File: src/rtl/aer_spike_arbiter.sv
// Serializes per-neuron spike pulses onto one AER valid/ready stream, round-robin, one buffered spike per neuron.
// A spike appears on the AER port two edges after it is sampled; a stalled event holds addr/ts/valid stable.
module aer_spike_arbiter #(
  parameter int NUM_NEURONS = 8,
  parameter int ADDR_WIDTH  = 3,
  parameter int TS_WIDTH    = 8,
  parameter int DROP_WIDTH  = 8
) (
  input  logic                   i_clk,
  input  logic                   i_rst_n,
  input  logic [NUM_NEURONS-1:0] i_spike_in,
  input  logic                   i_timestep_tick,
  output logic                   o_aer_valid,
  input  logic                   i_aer_ready,
  output logic [ADDR_WIDTH-1:0]  o_aer_addr,
  output logic [TS_WIDTH-1:0]    o_aer_ts,
  output logic [NUM_NEURONS-1:0] o_pending,
  output logic [DROP_WIDTH-1:0]  o_drop_count,
  output logic                   o_drained
);

  localparam int CNT_W = $clog2(NUM_NEURONS + 1);
  localparam int SUM_W = DROP_WIDTH + CNT_W;
  localparam int IDX_W = ADDR_WIDTH + 1;
  localparam logic [SUM_W-1:0] DROP_MAX = SUM_W'({DROP_WIDTH{1'b1}});

  typedef enum logic {ST_IDLE = 1'b0, ST_PRESENT = 1'b1} state_t;

  typedef struct packed {
    logic [ADDR_WIDTH-1:0] addr;
    logic [TS_WIDTH-1:0]   ts;
  } aer_evt_t;

  state_t                 r_state;
  state_t                 w_next_state;
  logic [NUM_NEURONS-1:0] r_pending;
  logic [ADDR_WIDTH-1:0]  r_last_grant;
  logic [TS_WIDTH-1:0]    r_ts;
  logic [DROP_WIDTH-1:0]  r_drop;
  aer_evt_t               r_evt;
  logic                   r_aer_valid;

  logic                   w_accept;
  logic                   w_load;
  logic [NUM_NEURONS-1:0] w_accept_mask;
  logic [NUM_NEURONS-1:0] w_req;
  logic [NUM_NEURONS-1:0] w_drop_vec;
  logic [ADDR_WIDTH-1:0]  w_rr_base;
  logic [ADDR_WIDTH-1:0]  w_winner;
  logic [SUM_W-1:0]       w_drop_sum;

  assign w_accept      = r_aer_valid & i_aer_ready;
  assign w_accept_mask = w_accept ? (NUM_NEURONS'(1) << r_evt.addr) : '0;
  // Arbitration sees only registered spikes minus the one leaving; new arrivals wait a cycle.
  assign w_req         = r_pending & ~w_accept_mask;
  assign w_drop_vec    = i_spike_in & w_req;
  assign w_rr_base     = w_accept ? r_evt.addr : r_last_grant;

  always_comb begin
    logic [IDX_W-1:0] v_idx;
    logic             v_found;
    w_winner = '0;
    v_found  = 1'b0;
    v_idx    = '0;
    for (int k = 1; k <= NUM_NEURONS; k++) begin
      v_idx = {1'b0, w_rr_base} + IDX_W'(k);
      if (v_idx >= IDX_W'(NUM_NEURONS)) begin
        v_idx = v_idx - IDX_W'(NUM_NEURONS);
      end
      if (!v_found && (|(w_req & (NUM_NEURONS'(1) << v_idx)))) begin
        v_found  = 1'b1;
        w_winner = v_idx[ADDR_WIDTH-1:0];
      end
    end
  end

  always_comb begin
    w_drop_sum = SUM_W'(r_drop);
    for (int i = 0; i < NUM_NEURONS; i++) begin
      w_drop_sum = w_drop_sum + SUM_W'(w_drop_vec[i]);
    end
  end

  always_comb begin
    w_next_state = r_state;
    w_load       = 1'b0;
    case (r_state)
      ST_IDLE: begin
        if (|r_pending) begin
          w_load       = 1'b1;
          w_next_state = ST_PRESENT;
        end
      end
      ST_PRESENT: begin
        if (i_aer_ready) begin
          if (|w_req) begin
            w_load = 1'b1;
          end else begin
            w_next_state = ST_IDLE;
          end
        end
      end
      default: w_next_state = ST_IDLE;
    endcase
  end

  always_ff @(posedge i_clk or negedge i_rst_n) begin
    if (!i_rst_n) begin
      r_state <= ST_IDLE;
    end else begin
      r_state <= w_next_state;
    end
  end

  always_ff @(posedge i_clk or negedge i_rst_n) begin
    if (!i_rst_n) begin
      r_pending    <= '0;
      r_last_grant <= ADDR_WIDTH'(NUM_NEURONS - 1);
      r_ts         <= '0;
      r_drop       <= '0;
      r_evt        <= '0;
      r_aer_valid  <= 1'b0;
    end else begin
      r_pending   <= w_req | i_spike_in;
      r_drop      <= (w_drop_sum > DROP_MAX) ? '1 : w_drop_sum[DROP_WIDTH-1:0];
      r_ts        <= r_ts + TS_WIDTH'(i_timestep_tick);
      r_aer_valid <= (w_next_state == ST_PRESENT);
      if (w_accept) begin
        r_last_grant <= r_evt.addr;
      end
      // Timestamp is the counter value before any same-cycle tick.
      if (w_load) begin
        r_evt.addr <= w_winner;
        r_evt.ts   <= r_ts;
      end
    end
  end

  assign o_aer_valid  = r_aer_valid;
  assign o_aer_addr   = r_evt.addr;
  assign o_aer_ts     = r_evt.ts;
  assign o_pending    = r_pending;
  assign o_drop_count = r_drop;
  assign o_drained    = (r_pending == '0) && (r_state == ST_IDLE);

endmodule

File: config.mk
export PLATFORM = sky130hd
export DESIGN_NAME = aer_spike_arbiter
export DESIGN_NICKNAME = d
export VERILOG_FILES = /design/src/rtl/aer_spike_arbiter.sv
export SDC_FILE = /design/constraint.sdc
export NUM_CORES = 1
export LEC_CHECK = 0
export ABC_AREA = 1
export BUFFER_PORTS_ARGS = -buffer_cell sky130_fd_sc_hd__buf_2
export CAP_MARGIN = 25
export CORE_MARGIN = 3
export CORE_UTILIZATION = 60
export CTS_CLUSTER_SIZE = 25
export DETAILED_ROUTE_END_ITERATION = 8
export GPL_TIMING_DRIVEN = 0
export PLACE_DENSITY_LB_ADDON = 0.12
export SYNTH_ARGS = -nofsm -noshare
export SYNTH_HDL_FRONTEND = slang
export SYNTH_SLANG_ARGS = --single-unit
File: constraint.sdc
create_clock -name i_clk -period 10.35 [get_ports i_clk]
set_clock_uncertainty 0.2 [all_clocks]
set_input_delay 0.5175 -clock i_clk [delete_from_list [all_inputs] [get_ports i_clk]]
set_output_delay 0.5175 -clock i_clk [all_outputs]
set_load 0.05 [all_outputs]
==> run_results.csv, run 1 <==
group,metric,value,unit
sta,tightestPinTransition,0.860,ns
setup_path,reg2reg_depth,21,
synth,synthTopCellsByArea,"dfrtp_1, nand2_1, nand3_1",
floorplanning,chipHeight,77.9,um
run_status,status,"finished clean",
grt,grt_pass1_vias,2769,
finish,area_growth_syn_to_layout,12.8,%
setup_path,critPathTopFamily,"adder cells",
synth,synth_enable_flop_cells,0,
setup_path,required,10.37,ns
synth,synth.largest_area_cell,"dfrtp_1",
finish,multiInputGateArea,0.00185,mm^2
drt,via_per_inst,5.41,
floorplanning,die_area,0.00607,mm^2
synth,async_flop_share,100,%
grt,grt_overflow,0,
sta,hold_viol,0,
drt,drt-total-wl,7.55,mm
sta,slew_viol_final,0,
finish,ff_latch_area,980,um^2
synth,synth_top_area_share,29.0,%
setup_path,crit_cells,21,
clock_tree,cts_max_level,2,
clock_tree,cts_setup_buffers,0,
sta,slew-limit-headroom,42.7,%
synth,synth_cell_types,34,
sta,finalCriticalPeriod,5.30,ns
clock_tree,hold_buffers,0,
placed_design,port_buffers,40,
clock_tree,cts_resized,0,
synth,syn_area_per_cell,7.15,um^2
setup_path,cp_max_fo,9,
floorplanning,initial_core_util,64.0,%
sta,rsz0062_at_grt,"no",
synth,netlist_instances,434,
drt,via_count,2970,
sta,timing.setup.tns,0,ns
setup_path,critPathLaunchType,"register",
finish,drive_above_1_share,19.9,%
drt,ant_nets,0,
setup_path,cpMostUsedCell,"inv_1",
synth,synth.most_common_cell,"nand2_1",
job,cap_violations,0,
setup_path,crit_slowest_cell,"fa_1",
synth,ys_top_cells_by_count,"nand2_1, nand3_1, inv_1",
synth,ys_seq_area_share,31.6,%
finish,n_fill_cell,428,
synth,synthFlopType,"dfrtp_1",
grt,antenna_found_initial,0,
finish,fin_nets,515,
synth,syn-num-nets,468,
sta,fin_crit_sh,51.2,%
drt,drc,0,
grt,grt_pass1_wl,12.8,mm
setup_path,slowest_delay,0.54,ns
setup_path,path_buf_inv,7,
clock_tree,numCtsBuffers,5,
floorplanning,coreArea,0.00485,mm^2
setup_path,crit_arrival,5.32,ns
clock_tree,clkSinkCount,39,
synth,ys_seq_elements,39,
setup_path,worstSetupEndpointType,"register",
synth,yosysWarnings,0,
setup_path,setup.worst_path.class,"register to register",
drt,wl_per_cell,13.7,um
clock_tree,cts_tree,"built",
finish,num_antenna_cells,0,
grt,grt_max_degree,40,
synth,synth_area,0.00310,mm^2
drt,firstDrtPassIters,5,
drt,drt_iter0_markers,230,
grt,grtUsageTotal,26.3,%
placed_design,dp_hpwl,5.82,mm
floorplanning,rows,25,
clock_tree,cts.path.max_buffers,2,
clock_tree,cts-root-buf,"clkbuf_8",
setup_path,crit_path_cell_trace,"buf_2 -> nand2_4 -> nor2_8 -> a21oi_2 -> inv_1 -> nor2_1 -> fa_1 -> inv_1 -> fa_1 -> inv_1 -> fa_1 -> inv_1 -> fa_1 -> fa_1 -> o31ai_1 -> inv_1 -> nor3_1 -> nand2_1 -> inv_1 -> nand2_1 -> o21ai_0",
sta,setup_viol,0,
floorplanning,die_width,77.9,um
clock_tree,worstSkewPairLatency,0.29,ns
placed_design,globalplace.congestion,0.971,
clock_tree,clkSlewWorstSetupHoldPaths,0.08,ns
worst_hold_path,min_path_type,"input port to asynchronous set/reset pin",
sta,max_freq,0.189,GHz
floorplanning,ios,41,
==> placed cells by master (no fill, tap or decap) <==
cell type,instances
nand2_4,4
xnor2_1,1
nand3_4,1
nand4_1,7
buf_2,42
a21oi_2,5
o21ai_1,1
dfstp_2,3
and2_1,1
nor2_4,3
nor3_1,4
o21bai_2,1
bufinv_16,1
a21oi_1,6
nor4_1,3
nand2_1,105
o22ai_1,2
nor2_1,43
inv_1,56
nand3_1,68
o31ai_1,5
nand3b_1,7
inv_2,7
fa_1,5
nand2_2,8
clkinv_4,1
clkinv_2,2
clkbuf_8,5
nor2_8,2
ha_1,17
or2_2,5
nand3_2,3
o21ai_0,8
xor2_1,5
nor2_2,3
dfrtp_1,36
clkbuf_1,6
==> metal layers <==
metal  share of wire, %  global-route usage (%)  vias up
li1                   -                       -     1479
met1                 45                    36.0     1347
met2                 46                    41.4      121
met3                6.3                    4.76       23
met4                3.3                    10.5        0
met5                  0                       0        -
==> per-stage QoR <==
stage	setup WS [ns]	util [%]	instances	area, um^2	hold slack, ns
2_1_floorplan	5.26	-	434	3100	0.0219
3_3_place_gp	5.06	69.9	541	3390	0.253
3_5_place_dp	4.92	69.9	541	3390	0.257
4_1_cts	5.02	72.2	549	3500	0.159
5_1_grt	4.67	72.2	549	3500	0.195
6_report	5.05	72.2	549	3500	0.131
==> worst register-to-register path, cell delays in order (launching register included) <==
cell     delay (ns)
dfrtp_1        0.35
buf_2          0.20
nand2_4        0.15
nor2_8         0.17
a21oi_2        0.15
inv_1          0.17
nor2_1         0.08
fa_1           0.53
inv_1          0.07
fa_1           0.54
inv_1          0.06
fa_1           0.52
inv_1          0.05
fa_1           0.45
fa_1           0.42
o31ai_1        0.35
inv_1          0.10
nor3_1         0.22
nand2_1        0.08
inv_1          0.09
nand2_1        0.15
o21ai_0        0.12
==> sequential cells by signal, indices dropped and copies added (netlist names) <==
register and count:
o_aer_ts 8, o_drop_count 8, o_pending 8, r_ts 8, o_aer_addr 3, r_last_grant 3, o_aer_valid 1
==> cell type report <==
cell class / instances / share of cell area, %
well taps: 67 / 2.40
plain buffers: 8 / 0.930
flip-flops and latches: 39 / 28.0
inverters: 64 / 6.90
clock buffers: 5 / 1.97
clock inverters: 3 / 1.25
repair buffers: 40 / 5.72
multi-input cells: 323 / 52.8
==> path summary, 6_finish.rpt <==
kind / startpoint / to / slack (ns)
min in group i_clk: i_spike_in[2] / o_pending[2]$_DFF_PN0_ / 0.22
worst max register to register: o_aer_valid$_DFF_PN0_ / o_drop_count[3]$_DFF_PN0_ / 5.05
worst max-delay path: o_aer_valid$_DFF_PN0_ / o_drop_count[3]$_DFF_PN0_ / 5.05
worst min-delay path: i_rst_n / o_aer_ts[5]$_DFFE_PN0P_ / 0.13
max in group asynchronous: i_rst_n / o_pending[3]$_DFF_PN0_ / 9.28
worst min register to register: o_aer_ts[2]$_DFFE_PN0P_ / o_aer_ts[2]$_DFFE_PN0P_ / 0.27
==> logic make-up (layout without fill, tap and decap cells) <==
| kind of cell | Yosys count | count (layout) | synth area share (%) |
|---|---|---|---|
| compound gates | 28 | 28 | 5.81 |
| buf+inv | 72 | 120 | 8.83 |
| fa+ha+maj | 22 | 22 | 10.1 |
| xor+xnor | 6 | 6 | 1.69 |
| simple gates | 267 | 267 | 42.0 |
| flops | 39 | 39 | 31.6 |
Power of run 1 is left out: the tool's default activity adds up to more than one toggle a clock period on the data nets, which glitch-free logic cannot reach.
==> inputs of run 2 (changes only) <==
CORE_UTILIZATION = 59   (was 60)
clock period = 5.1 ns   (was 10.35 ns; I/O delays follow)
==> run 2 against run 1 <==
Against the previous run: largest cell class unchanged; setup slack lost 4.8 ns; highest routed layer unchanged; via count increased by 5.2%; sequential share of layout area shrank 1.1 points.
==> run_results.csv, run 2 (same netlist as run 1, synthesis figures left out) <==
group,metric,value,unit
run_status,status,"finished clean",
finish,final_common_cell,"nand2_1",
setup_path,critPathLaunchType,"register",
clock_tree,cts.path.max_buffers,2,
placed_design,dp_hpwl,6.09,mm
job,cap_violations,0,
drt,drt_iter0_markers,333,
drt,wl_per_cell,14.4,um
clock_tree,numCtsBuffers,5,
drt,drc,0,
floorplanning,initial_core_util,63.2,%
finish,layout_common_cells,"nand2_1, nand3_1, inv_1",
grt,grt_pass1_vias,2792,
clock_tree,cts_tree,"built",
floorplanning,die_width,78.5,um
grt,use_met1,35.9,%
setup_path,cp_max_fo,9,
finish,drive_above_1_share,21.6,%
grt,grt_pass1_wl,13.3,mm
setup_path,setup.worst_path.class,"register to register",
drt,drt-total-wl,8.12,mm
finish,fin_nets,528,
worst_hold_path,min_path_type,"input port to register",
clock_tree,cts-root-buf,"clkbuf_8",
grt,antenna_found_initial,0,
sta,hold_viol,0,
sta,tightestPinTransition,0.856,ns
sta,finalCriticalPeriod,4.90,ns
sta,setup_viol,0,
grt,grt_max_degree,40,
clock_tree,worstSkewPairLatency,0.29,ns
drt,via_count,3124,
finish,num_antenna_cells,0,
placed_design,port_buffers,40,
grt,grt_util_met2,45.7,%
drt,ant_nets,0,
clock_tree,clkSlewWorstSetupHoldPaths,0.08,ns
sta,fin_crit_sh,96.0,%
sta,timing.setup.tns,0,ns
floorplanning,chipHeight,78.5,um
sta,slew_viol_final,0,
drt,via_per_inst,5.56,
setup_path,crit_arrival,4.88,ns
placed_design,globalplace.congestion,0.924,
floorplanning,die_area,0.00617,mm^2
setup_path,required,5.09,ns
grt,grt.met3_usage,3.90,%
clock_tree,cts_max_level,2,
clock_tree,clkSinkCount,39,
grt,grt_overflow,0,
drt,firstDrtPassIters,5,
finish,multiInputGateArea,0.00189,mm^2
finish,ff_latch_area,980,um^2
floorplanning,ios,41,
grt,grtUsageTotal,27.3,%
setup_path,worstSetupEndpointType,"register",
finish,n_fill_cell,416,
floorplanning,rows,25,
grt,grt-busiest-layer,"met2",
sta,max_freq,0.204,GHz
sta,slew-limit-headroom,42.9,%
sta,rsz0062_at_grt,"no",
floorplanning,coreArea,0.00491,mm^2
finish,area_growth_syn_to_layout,17.5,%
## run 2: path summary, 6_finish.rpt
kind	startpoint	endpoint	slack (ns)	cells after the start
setup reg to reg	o_aer_valid$_DFF_PN0_	o_drop_count[6]$_DFF_PN0_	0.20	22
min in group asynchronous	i_rst_n	o_drop_count[2]$_DFF_PN0_	0.41	2
max in group asynchronous	i_rst_n	o_aer_addr[0]$_DFFE_PN0P_	3.75	2
hold / removal	i_aer_ready	r_last_grant[2]$_DFF_PN1_	0.19	3
hold reg to reg	o_aer_ts[6]$_DFFE_PN0P_	o_aer_ts[6]$_DFFE_PN0P_	0.27	2
setup / recovery	o_aer_valid$_DFF_PN0_	o_drop_count[6]$_DFF_PN0_	0.20	22
## run 2: area by class of cell
type	instances	share of cell area, %
multi-input combinational	323	51.8
tap	67	2.30
timing repair buffer	53	8.86
inverter	64	6.63
clock inverter	3	0.687
buffer	8	0.961
clock buffer	5	1.89
sequential	39	26.9
## run 2: per-stage QoR
stage	hold WS (ns)	cells	area (um^2)	utilization [%]	setup slack [ns]
after floorplan	-0.241	434	3100	-	0.00932
after global placement	0.196	541	3390	69.0	-0.0353
after detailed placement	0.208	541	3390	69.0	-0.149
after CTS	0.169	559	3590	73.1	0.0369
final	0.191	562	3640	74.2	0.204
after global routing	0.195	562	3640	74.2	0.00174
## run 2: critical path: stages, from the launching register on
cell,delay [ns]
dfrtp_1,0.35
clkbuf_4,0.19
nand2_4,0.13
nor2_8,0.20
a21oi_4,0.12
inv_2,0.11
nor2_1,0.07
fa_1,0.51
inv_1,0.06
fa_1,0.53
inv_1,0.05
fa_1,0.54
inv_1,0.07
fa_2,0.41
fa_2,0.40
o31ai_4,0.27
inv_1,0.09
nor3_2,0.14
nand2_1,0.07
inv_1,0.10
nand2_1,0.05
o21ai_0,0.07
inv_1,0.05
## run 2: per-layer routing
metal	vias to the layer above	part of all wire (%)
li1	1511	-
met1	1452	42
met2	139	49
met3	22	7.3
met4	0	2.1
met5	-	0
## run 2: timing repair
action	4_1_cts	5_1_grt
gates resized for setup	4	7
endpoints found under the setup margin	8	8
setup buffers	0	3
hold endpoints to repair	45	0
pin swaps	0	2
hold buffers	10	0
Power of run 2 is left out for the same reason.
